`config.mk`:
```
export PLATFORM = sky130hd
export DESIGN_NAME = hour_keeper
export DESIGN_NICKNAME = d
export VERILOG_FILES = /design/src/rtl/clock_pkg.sv /design/src/rtl/adj_repeat.sv /design/src/rtl/hour_keeper.sv
export SDC_FILE = /design/constraint.sdc
export NUM_CORES = 1
export LEC_CHECK = 0
export ABC_AREA = 1
export CORE_ASPECT_RATIO = 2
export CORE_UTILIZATION = 45
export CTS_CLUSTER_SIZE = 40
export DETAILED_ROUTE_END_ITERATION = 8
export DONT_BUFFER_PORTS = 1
export MAX_ROUTING_LAYER = met4
export PLACE_DENSITY = 0.6
export SYNTH_ARGS = -nofsm -noshare
export SYNTH_HDL_FRONTEND = slang
export SYNTH_SLANG_ARGS = --single-unit
```
`constraint.sdc`:
```
create_clock -name clk -period 2.9 [get_ports clk]
set_clock_uncertainty 0.2 [all_clocks]
set_input_delay 0.58 -clock clk [delete_from_list [all_inputs] [get_ports clk]]
set_output_delay 0.58 -clock clk [all_outputs]
set_load 0.03 [all_outputs]
```
`src/rtl/clock_pkg.sv`:
```
// +-------------------------------------------------------------------+
// | clock_pkg : shared types and constants for the hour keeper        |
// | Rev 1.0                                                           |
// +-------------------------------------------------------------------+
`default_nettype none

package clock_pkg;

  typedef enum logic [1:0] {
    IDLE = 2'd0,
    WAIT = 2'd1,
    RPT  = 2'd2
  } adj_state_t;

  localparam logic [4:0] HOUR_MAX = 5'd23;
  localparam logic [4:0] HOUR_MOD = 5'd24;

  // Display hours never exceed 23, so tens is at most 2.
  function automatic logic [5:0] to_bcd(input logic [4:0] v);
    if (v >= 5'd20)      return {2'd2, 4'(v - 5'd20)};
    else if (v >= 5'd10) return {2'd1, 4'(v - 5'd10)};
    else                 return {2'd0, v[3:0]};
  endfunction

endpackage

`default_nettype wire

```
`src/rtl/adj_repeat.sv`:
```
// +-------------------------------------------------------------------+
// | adj_repeat : press/hold auto-repeat for the hour adjust buttons   |
// | Rev 1.0                                                           |
// +-------------------------------------------------------------------+
`default_nettype none

module adj_repeat
  import clock_pkg::*;
#(
  parameter int REPEAT_DLY    = 50_000_000,
  parameter int REPEAT_PERIOD = 12_500_000
) (
  input  logic clk,
  input  logic rst,
  input  logic adj_up,
  input  logic adj_down,
  output logic step_up,
  output logic step_down
);

  localparam int CNT_MAX = (REPEAT_DLY > REPEAT_PERIOD) ? REPEAT_DLY : REPEAT_PERIOD;
  localparam int CW      = $clog2(CNT_MAX);
  localparam logic [CW-1:0] DLY_LOAD = CW'(REPEAT_DLY - 1);
  localparam logic [CW-1:0] PER_LOAD = CW'(REPEAT_PERIOD - 1);

  adj_state_t    state;
  logic [CW-1:0] cnt;
  logic          dir_up;
  logic          one_hot;
  logic          held;
  logic          step;

  assign one_hot = adj_up ^ adj_down;
  // A press only survives while the same single button stays down.
  assign held    = dir_up ? (adj_up & ~adj_down) : (adj_down & ~adj_up);

  // Steps are issued in the same cycle the press/expiry is seen.
  assign step      = (state == IDLE) ? one_hot : (held && cnt == '0);
  assign step_up   = step & ((state == IDLE) ? adj_up : dir_up);
  assign step_down = step & ((state == IDLE) ? adj_down : ~dir_up);

  always_ff @(posedge clk or negedge rst) begin
    if (!rst) begin
      state  <= IDLE;
      cnt    <= '0;
      dir_up <= 1'b0;
    end else begin
      case (state)
        IDLE: begin
          if (one_hot) begin
            state  <= WAIT;
            cnt    <= DLY_LOAD;
            dir_up <= adj_up;
          end
        end
        WAIT, RPT: begin
          if (!held) begin
            state <= IDLE;
          end else if (cnt == '0) begin
            state <= RPT;
            cnt   <= PER_LOAD;
          end else begin
            cnt <= cnt - 1'b1;
          end
        end
        default: state <= IDLE;
      endcase
    end
  end

endmodule

`default_nettype wire

```
`src/rtl/hour_keeper.sv`:
```
// +-------------------------------------------------------------------+
// | hour_keeper : 24 h hour counter with set, adjust and 12/24 h view |
// | Rev 1.0                                                           |
// +-------------------------------------------------------------------+
`default_nettype none

module hour_keeper
  import clock_pkg::*;
#(
  parameter int REPEAT_DLY    = 50_000_000,
  parameter int REPEAT_PERIOD = 12_500_000,
  parameter int RESET_HOUR    = 0
) (
  input  logic       clk,
  input  logic       rst,
  input  logic       tick_1h,
  input  logic       mode_24h,
  input  logic       set_en,
  input  logic [4:0] set_val,
  input  logic       adj_up,
  input  logic       adj_down,
  output logic [4:0] hours,
  output logic [4:0] disp_hours,
  output logic       pm,
  output logic [1:0] bcd_tens,
  output logic [3:0] bcd_ones,
  output logic       day_tick,
  output logic       set_err
);

  logic       step_up;
  logic       step_down;
  logic [4:0] hour_inc;
  logic [4:0] hour_dec;

  adj_repeat #(
    .REPEAT_DLY    (REPEAT_DLY),
    .REPEAT_PERIOD (REPEAT_PERIOD)
  ) u_adj (
    .clk       (clk),
    .rst       (rst),
    .adj_up    (adj_up),
    .adj_down  (adj_down),
    .step_up   (step_up),
    .step_down (step_down)
  );

  assign hour_inc = (hours == HOUR_MAX) ? 5'd0 : hours + 5'd1;
  assign hour_dec = (hours == 5'd0) ? (HOUR_MOD - 5'd1) : hours - 5'd1;

  // Only one source may move the hour per cycle: set, then adjust, then tick.
  always_ff @(posedge clk or negedge rst) begin
    if (!rst) begin
      hours    <= 5'(RESET_HOUR);
      day_tick <= 1'b0;
      set_err  <= 1'b0;
    end else begin
      day_tick <= 1'b0;
      set_err  <= 1'b0;
      if (set_en) begin
        if (set_val <= HOUR_MAX) hours   <= set_val;
        else                     set_err <= 1'b1;
      end else if (step_up) begin
        hours <= hour_inc;
      end else if (step_down) begin
        hours <= hour_dec;
      end else if (tick_1h) begin
        hours    <= hour_inc;
        day_tick <= (hours == HOUR_MAX);
      end
    end
  end

  always_comb begin
    disp_hours = hours;
    if (!mode_24h) begin
      if (hours == 5'd0)       disp_hours = 5'd12;
      else if (hours > 5'd12)  disp_hours = hours - 5'd12;
    end
  end

  assign pm                   = (hours >= 5'd12);
  assign {bcd_tens, bcd_ones} = to_bcd(disp_hours);

endmodule

`default_nettype wire

```
==> flow_summary_export.csv <==
group,metric,value,unit
run_status,status,"complete, but fails checks",
run_status,violations,"negative setup slack",
worst_setup_path,reg2reg_depth,10,
floorplanning,coreArea,0.00576,sq mm
floorplanning,die_width,57.0,microns
worst_setup_path,worstPathBufferInverterCount,3,
logic_synthesis,ys_warn_count,0,
placement,place.gp.congestion,0.876,
cts,cts_buffers,5,
hold_path,worstHoldPathCells,2,
routing,drt_iter0_drc,116,
timing,fin_ws,-80.8,ps
routing,drc,0,
routing,vias,2657,
power,seqPwrFrac,0.209,
logic_synthesis,yosys-top-cells-area,"dfrtp_1 (33%), nand2_1 (14%), nor2_1 (9.0%)",
cells_and_area,diodes,0,
global_routing,met2_usage,0.547,
cts,htree_num_levels,2,
timing,holdWs,243,ps
logic_synthesis,synth_top_cell_by_area,"dfrtp_1",
logic_synthesis,syn_nets,426,
floorplanning,die_area,0.00638,sq mm
cells_and_area,fin_util,0.565,
worst_setup_path,worstPathArrival,2200,ps
power,p_sw_frac,0.501,
placement,hpwl,6.21,mm
cells_and_area,layout.nets,453,
cts,clock_sinks,36,
logic_synthesis,syn_area,0.00272,sq mm
global_routing,grt_use_met3,0.0314,
timing,finalHoldViolations,0,
worst_setup_path,critical-path-top-delay-family,"simple AND/OR/NAND/NOR gates",
timing,rsz0062_at_grt,"true",
worst_setup_path,crit_path_start_kind,"flop",
timing,drv_slew,0,
logic_synthesis,syn_inst,400,
power,p_int,1510,uW
routing,drt_pass1_iterations,4,
worst_setup_path,slowest_delay,450,ps
worst_setup_path,cp-end-kind,"output pin",
worst_setup_path,crit_type,"reg2out",
logic_synthesis,synth_edf_count,0,
cells_and_area,syn_to_final_growth,19.7,%
global_routing,grt_max_degree,37,
worst_setup_path,cp_slowest_cell,"dfrtp_2",
timing,timing.fmax,335,MHz
floorplanning,num_rows,39,
cts,cts_tree,"built",
worst_setup_path,r2r-start,"u_adj.state[1]",
routing,viasPerCell,5.44,
power,p_leak,0.00157,uW
worst_setup_path,cp_cell_sequence,"ha_4, nand3_2, nand3_2, nand2_1, nand3_4, buf_4, buf_4, o21ai_4, nand2_2, clkinv_4, nand2_4, nand2_4",
global_routing,grt-ovfl-total,0,
routing,ant_nets,0,
placement,pre_cts_ws,150,ps
global_routing,grt_pass1_vias,2795,
worst_setup_path,cp.required,2120,ps
timing,period_share,1.03,
cts,clock_latency,280,ps
cts,path_clk_slew,50,ps
hold_path,min_path_type,"in2reg",
timing,setup_violations,4,
routing,drt-total-wl,7.91,mm
worst_setup_path,rr_endpoint,"u_adj.cnt[20]",
logic_synthesis,synth_seq_cells,36,
logic_synthesis,ys_types,35,
routing,wire_per_inst,16.2,microns
power,power_frac_comb,0.620,
global_routing,grt_pass1_wl,13.0,mm
power,p_switching,1510,uW
worst_setup_path,r2r_slack,490,ps
power,max-vdd-ir-drop,0.000649,V
hold_path,hold_end,"u_adj.dir_up",
global_routing,grtUsageTotal,0.276,
global_routing,antenna_found_initial,0,
power,power_per_cell_area,929,mW/mm^2
global_routing,grt_use_met1,0.227,
floorplanning,die_y,112,microns
logic_synthesis,syn_avg_cell_area,6.80,sq um
logic_synthesis,ys.flop_type,"dfrtp_1",
floorplanning,start_util,0.472,
timing,finalCriticalPeriod,2980,ps
cts,clock_path_buffers,2,
global_routing,busiest_layer,"met2",
placement,io_buffer_count,0,
floorplanning,num_io_pins,31,
cells_and_area,drive_gt1_frac,0.180,
logic_synthesis,synth_top_cell_area_share,0.331,
power,clockPowerShare,0.171,
job,drv_cap,0,
logic_synthesis,ys_seq_area_frac,0.331,
logic_synthesis,async_flop_share,1.00,
hold_path,hold_start,"adj_up",
timing,relSlewSlack,0.508,
timing,tightest_slew,735,ps
cts,root_buffer,"clkbuf_16",
worst_setup_path,worstPathMaxFanout,6,
-- state kept, by name, indices dropped and copies added, names as in the netlist --
register,flops
u_adj.cnt,26
hours,5
u_adj.state,2
day_tick,1
set_err,1
u_adj.dir_up,1
-- cells in the mapped netlist (all sizes together), types with 3 or more instances --
| master | n |
|---|---|
| ha | 14 |
| xnor2 | 3 |
| clkinv | 3 |
| nor3 | 7 |
| inv | 60 |
| nand4 | 12 |
| a31oi | 3 |
| nand3 | 28 |
| xor2 | 9 |
| or2 | 3 |
| nor2 | 70 |
| dfrtp | 36 |
| a21oi | 11 |
| o21ai | 27 |
| nand2 | 102 |
-- cells by family (layout without fill, tap and decap cells) --
family          count (synthesis)  in the layout  synth area share
compound gates                 46             46            0.0989
simple gates                  227            227             0.374
buf+inv                        65             92            0.0925
xor+xnor                       12             12            0.0387
fa+ha+maj                      14             14            0.0644
flops                          36             36             0.331
-- layer usage --
metal | vias up | share of wire
met5 | - | 0
met4 | 0 | 0.049
met3 | 26 | 0.028
met2 | 79 | 0.60
met1 | 1226 | 0.32
li1 | 1326 | -
-- worst reg2reg max path, cell delays in order (launching register included) --
cell	delay (ps)
dfrtp_1	380
inv_1	60
ha_1	250
a21oi_1	200
nand2_2	170
inv_1	250
nand2_1	190
nor2_1	280
nand2_1	110
xor2_1	140
nand2_1	70
-- layout by cell type, fill, tap and decap left out, types with 2 or more instances in the layout --
cell       netlist  final
a21oi_1         11     11
a31oi_1          3      3
buf_12           0      2
buf_4            1     18
clkbuf_16        0      5
dfrtp_1         36     32
dfrtp_2          0      4
ha_1            14     10
ha_4             0      4
inv_1           55     49
inv_2            5      6
inv_4            0      5
nand2_1         98     91
nand2_2          4      8
nand2_4          0      3
nand3_1         23     22
nand3_2          5      4
nand3_4          0      2
nand3b_1         2      2
nand4_1         12     12
nor2_1          65     64
nor2_2           4      5
nor3_1           5      5
nor3_4           1      2
nor4_1           2      2
o211ai_1         2      2
o21ai_0         23     23
o21ai_1          2      2
o21ai_4          2      2
or2_2            2      2
xnor2_1          3      3
xor2_1           9      9
-- through the flow --
stage / cell area (sq um) / cells / total power (uW) / TNS [ps]
3_3_place_gp: 3000 / 472 / 2340 / 0
5_1_grt: 3250 / 488 / 3220 / -687
3_5_place_dp: 3000 / 472 / 2350 / 0
6_report: 3250 / 488 / 3020 / -165
2_1_floorplan: 2820 / 400 / 1900 / -44.3
4_1_cts: 3230 / 486 / 3010 / -115
-- power by group through the flow --
stage                     logic [uW]  clock network, uW  registers (uW)
after global placement          1710                  0             635
after floorplan                 1200                  0             708
final                           1870                518             632
after detailed placement        1710                  0             639
after global routing            2040                541             638
after CTS                       1850                522             631
-- worst max path at each step --
stage | startpoint | to | slack (ps) | cells past startpoint
4_1_cts | hours[1] | bcd_ones[1] | -70 | 15
6_report | hours[2] | bcd_ones[1] | -80 | 12
2_1_floorplan | hours[2] | bcd_ones[1] | -40 | 15
3_3_place_gp | hours[2] | bcd_ones[1] | 170 | 15
3_5_place_dp | hours[2] | bcd_ones[1] | 150 | 15
5_1_grt | hours[1] | bcd_ones[1] | -200 | 15
-- cell type report --
type                            count  area, sq um
Tap cell                           61         76.3
Clock buffer                        6          129
Clock inverter                      1         5.00
Timing Repair Buffer               22          200
Inverter                           63          259
Multi-Input combinational cell    299         1680
Sequential cell                    36          906
Fill cell                         582         2500
-- repair_timing --
item / in CTS / in global routing
endpoints found under the hold margin: 36 / 0
endpoints found under the setup margin: 4 / 5
hold buffers: 2 / 0
setup buffers: 5 / 2
pin swaps: 5 / 2
resized for setup: 10 / 2
No activity file was read; power rests on OpenSTA's default activity.
